[src/rtl/branch_stack.sv]
// Branch checkpoint stack: snapshots the dispatch free list per branch, keeps each
// snapshot current with retiring T_old registers, and restores it on a mispredict.
module branch_stack #(
  parameter int NUM_BRANCHES     = 8,
  parameter int N                = 2,
  parameter int PHYS_REG_SZ_R10K = 64,
  parameter int NUM_SCALAR_BITS  = $clog2(N + 1),
  parameter int PHYS_REG_IDX_W   = $clog2(PHYS_REG_SZ_R10K)
) (
  input  logic                                 clock,
  input  logic                                 reset,
  input  logic                                 dispatch_branch_valid,
  input  logic [PHYS_REG_SZ_R10K-1:0]          dispatch_free_list,
  output logic [NUM_BRANCHES-1:0]              branch_tag_alloc,
  output logic                                 stack_full,
  output logic [NUM_BRANCHES-1:0]              branch_mask,
  input  logic                                 resolve_valid,
  input  logic [NUM_BRANCHES-1:0]              resolve_tag,
  input  logic                                 resolve_mispredict,
  input  logic [N-1:0][PHYS_REG_IDX_W-1:0]     phys_reg_retiring,
  input  logic [NUM_SCALAR_BITS-1:0]           num_retiring_valid,
  output logic [PHYS_REG_SZ_R10K-1:0]          free_list_restore,
  output logic                                 restore_flag,
  output logic [NUM_BRANCHES-1:0]              squash_mask
);

  localparam int NB = NUM_BRANCHES;
  localparam int PR = PHYS_REG_SZ_R10K;

  logic [NB-1:0]          valid_q, valid_d;
  logic [NB-1:0][PR-1:0]  snap_q, snap_d;
  logic [NB-1:0][NB-1:0]  dep_q, dep_d;

  logic [PR-1:0] retire_vec, snap_sel;
  logic [NB-1:0] gnt, alloc, squash, clr_mask;
  logic          res_ok, mispred, correct, full, found;

  always_comb begin
    retire_vec = '0;
    for (int i = 0; i < N; i++)
      if (i < int'(num_retiring_valid)) retire_vec[phys_reg_retiring[i]] = 1'b1;
  end

  // Tags that are not one-hot or name a dead entry are ignored entirely.
  assign res_ok  = resolve_valid && $onehot(resolve_tag) && |(resolve_tag & valid_q);
  assign mispred = res_ok && resolve_mispredict;
  assign correct = res_ok && !resolve_mispredict;
  assign full    = &valid_q;

  always_comb begin
    gnt      = '0;
    found    = 1'b0;
    squash   = resolve_tag;
    snap_sel = '0;
    for (int e = 0; e < NB; e++) begin
      if (!valid_q[e] && !found) begin
        gnt[e] = 1'b1;
        found  = 1'b1;
      end
      if (valid_q[e] && |(dep_q[e] & resolve_tag)) squash[e] = 1'b1;
      if (resolve_tag[e]) snap_sel = snap_sel | snap_q[e];
    end
  end

  // A dispatching branch is younger than a mispredicting one, so it is dropped.
  assign alloc = (dispatch_branch_valid && !full && !mispred && !reset) ? gnt : '0;

  assign branch_tag_alloc  = alloc;
  assign stack_full        = reset ? 1'b0 : full;
  assign branch_mask       = reset ? '0 : valid_q;
  assign restore_flag      = mispred && !reset;
  assign squash_mask       = restore_flag ? squash : '0;
  assign free_list_restore = restore_flag ? (snap_sel | retire_vec) : '0;

  always_comb begin
    clr_mask = '0;
    if (correct) clr_mask = resolve_tag;
    if (mispred) clr_mask = squash;
    valid_d = (valid_q & ~clr_mask) | alloc;
    for (int e = 0; e < NB; e++) begin
      dep_d[e]  = dep_q[e] & ~clr_mask;
      snap_d[e] = valid_q[e] ? (snap_q[e] | retire_vec) : snap_q[e];
      if (alloc[e]) begin
        snap_d[e] = dispatch_free_list | retire_vec;
        dep_d[e]  = valid_q & ~clr_mask;
      end
    end
  end

  always_ff @(posedge clock) begin
    if (reset) begin
      valid_q <= '0;
      snap_q  <= '0;
      dep_q   <= '0;
    end else begin
      valid_q <= valid_d;
      snap_q  <= snap_d;
      dep_q   <= dep_d;
    end
  end

endmodule
[config.mk]
export PLATFORM = sky130hd
export DESIGN_NAME = branch_stack
export DESIGN_NICKNAME = d
export VERILOG_FILES = /design/src/rtl/branch_stack.sv
export SDC_FILE = /design/constraint.sdc
export NUM_CORES = 2
export LEC_CHECK = 0
export BUFFER_PORTS_ARGS = -buffer_cell sky130_fd_sc_hd__buf_2
export CAP_MARGIN = 15
export CORE_AREA = 2 2 227 229
export CTS_BUF_LIST = sky130_fd_sc_hd__clkbuf_8
export DETAILED_ROUTE_END_ITERATION = 10
export DIE_AREA = 0 0 229 231
export PLACE_DENSITY = 0.74
export SLEW_MARGIN = 20
export SYNTH_ARGS = -nofsm -noshare
export SYNTH_HDL_FRONTEND = slang
export SYNTH_SLANG_ARGS = --single-unit
export TNS_END_PERCENT = 50
[constraint.sdc]
create_clock -name clock -period 7 [get_ports clock]
set_clock_uncertainty 0.15 [all_clocks]
set_input_delay 0.7 -clock clock [delete_from_list [all_inputs] [get_ports clock]]
set_output_delay 0.7 -clock clock [all_outputs]
set_load 0.02 [all_outputs]
==> run metrics <==
max cap viols 0; CTS tree built; Hold Crit Class in -> reg; post-synthesis cell type count 63; headroom to the max-slew limit roughly a quarter; DRC viols 0; Core Util, Final between 60 and 70%; top_reg_cell synth dfxtp_1; fin nets ~3.1k; final setup vio count 0; CTS Hold Bufs 0; post-CTS sizing 0; number of synthesized flops with an enable pin 0; gr ovfl total 0; Ys Warns 0; root buffer cell clkbuf_8; Slew Limit Fails 0; CP Class in -> out; status completed; synthesized area 28100 um^2; row count 83; average routed wire per standard cell ~28 um; cts bufs inserted 95; cell depth of the worst flop-to-flop path 7; commonest cells in the netlist dfxtp_1 (576), a22oi_1 (433), nor2_1 (286), clkbuf_1 (229), mux2i_1 (212); Routability Congestion slightly below 1; TritonCTS sink count 576; initial core utilization between 50% and 60%; layout cells sized above 1 about 17%; top-area cell type share of the netlist area approximately two fifths; Fmax around 0.16 GHz; Synth area leader dfxtp_1; Yosys reg bits around 580; Seq/Total Area, Yosys approximately two fifths; clk slew on worst S/H paths 50 ps; CP arrival around 5300 ps; number of H-tree levels 3; first-pass GRT wire length between 150000 and 200000 um; Area Growth Syn to Fin 9.80%; die area approximately 53000 um^2; pwr dens around 230 nW/um^2; Net Count, Synth roughly 3.2k; initial DRC count between 4k and 5k; Power, Total slightly above 7 mW; vias per inst 7.47; Mapped Cells around 3k; ratio of final minimum period to clock period 87.3%; startpoint types primary input; port bufs between 150 and 200; top-count cell post-synth dfxtp_1; gr usage total 37.6%; die height about 230 um; Max IR drop VDD 0.000145 V; final wirelength approximately 100000 um; Bufs on Longest Clock Path 3; Least-Margin Pin Slew around 1100 ps; Post CTS Setup Buffer Count 0; antenna-violating nets left 0; via count between 20k and 30k; Lkg Pwr approximately 12 nW; crit end category output port; vias in the first global route between 20k and 30k; RSZ-0062 raised after global routing false; setup tns final 0 ps; fin crit period slightly above 6000 ps; Area contributors post-synth dfxtp_1 (41%), a22oi_1 (12%), mux2i_1 (7.6%); largest net degree at the start of global routing 138; antenna violations before repair 10; DRT Pass-1 Iters 7; Mean Syn Cell Area around 9.2 um^2; CP max FO 21; core area between 50000 and 60000 um^2; Skew-Pair Late Insertion Delay a little over 700 ps; final hold slack around 94 ps; Hold Fails Final Rpt 0; hpwl dp a little under 60000 um; asr flop ratio synth 0%; Hold Crit Depth 3; I/O pins 181; WP data required about 6000 ps; Die X 229 um
## layer usage
| layer | vias up | track usage, % | routed length (um) |
|---|---|---|---|
| met5 | - | 0 | 0 |
| met4 | 0 | 24.4 | 6070 |
| met3 | 538 | 8.98 | 13100 |
| met2 | 2320 | 57.6 | 46100 |
| met1 | 13526 | 47.5 | 39100 |
| li1 | 11848 | - | - |
## final timing paths
check / startpoint / end / slack [ps]
worst max register to register: valid_q[0]$_SDFF_PP0_ / snap_q[496]$_SDFFE_PP0P_ / 3100
worst max-delay path: resolve_tag[0] / branch_tag_alloc[3] / 890
worst min-delay path: dispatch_free_list[16] / snap_q[400]$_SDFFE_PP0P_ / 90
worst min register to register: dep_q[24]$_SDFF_PP0_ / dep_q[24]$_SDFF_PP0_ / 310
## layout make-up
class,instances,area (um^2)
fill,4311,19800
multi-input combinational,2039,14600
sequential,576,11500
clock buffer,134,1840
timing repair buffer,271,1650
tap,680,851
clock inverter,37,163
inverter,31,126
antenna,10,25.0
## worst max-delay path, stage by stage
cell,delay (ps)
buf_4,330
inv_1,120
fa_1,560
fa_1,430
fa_1,440
inv_1,90
ha_1,180
inv_1,70
fa_1,450
and3_1,180
and3_1,280
a31oi_4,590
nand2_4,340
inv_1,260
buf_2,200
## report_power, final
group / leakage (nW) / total [mW] / internal, mW / switching [mW]
combinational: 6.01 / 0.690 / 0.183 / 0.507
sequential: 4.66 / 3.38 / 3.34 / 0.0423
clock: 1.14 / 3.09 / 1.69 / 1.41
total: 11.8 / 7.16 / 5.21 / 1.96
## layout by cell type, fill, tap and decap left out, types with 6 or more instances in the layout
| cell | netlist | final |
|---|---|---|
| a211oi_2 | 46 | 46 |
| nand3_1 | 59 | 59 |
| nand2_1 | 20 | 17 |
| a211oi_1 | 187 | 187 |
| a22o_1 | 26 | 26 |
| clkinv_2 | 0 | 9 |
| buf_2 | 114 | 171 |
| a221oi_1 | 181 | 181 |
| o22ai_1 | 12 | 12 |
| o21bai_1 | 14 | 13 |
| o311a_1 | 24 | 24 |
| a31oi_1 | 16 | 16 |
| or2_2 | 8 | 8 |
| o21a_1 | 11 | 11 |
| nor2_1 | 286 | 283 |
| inv_2 | 7 | 6 |
| mux2i_1 | 212 | 212 |
| a22oi_1 | 433 | 433 |
| o32ai_1 | 36 | 36 |
| a21oi_1 | 150 | 150 |
| o21ai_0 | 129 | 129 |
| nor2b_1 | 23 | 22 |
| nand2b_1 | 9 | 9 |
| dfxtp_1 | 576 | 573 |
| nand4_1 | 56 | 56 |
| clkbuf_8 | 0 | 134 |
| a222oi_1 | 8 | 8 |
| diode_2 | 0 | 10 |
| o32a_1 | 13 | 13 |
| inv_1 | 23 | 47 |
| buf_4 | 17 | 96 |
## sequential cells by signal, indices dropped and copies added, names as in the netlist
signal,count
valid_q,8
snap_q,512
dep_q,56
## logic make-up after synthesis
| logic type | after synthesis | synth area share, % |
|---|---|---|
| buffers and inverters | 440 | 7.07 |
| multiplexers | 212 | 7.56 |
| flip-flops | 576 | 41.1 |
| AO/OA/AOI/OAI | 1311 | 35.0 |
| AND/OR/NAND/NOR | 509 | 8.86 |
| adder cells (fa/ha/maj) | 7 | 0.419 |
## metrics by stage
step | instances | worst slack (ps) | cell area (um^2)
after detailed placement | 3597 | 994 | 28800
after CTS | 3768 | 983 | 30800
after global placement | 3597 | 1050 | 28800
after global routing | 3778 | 685 | 30800
final | 3778 | 888 | 30800
after floorplan | 3055 | 800 | 28100
Note: power is estimated with default switching activity, not from simulation.
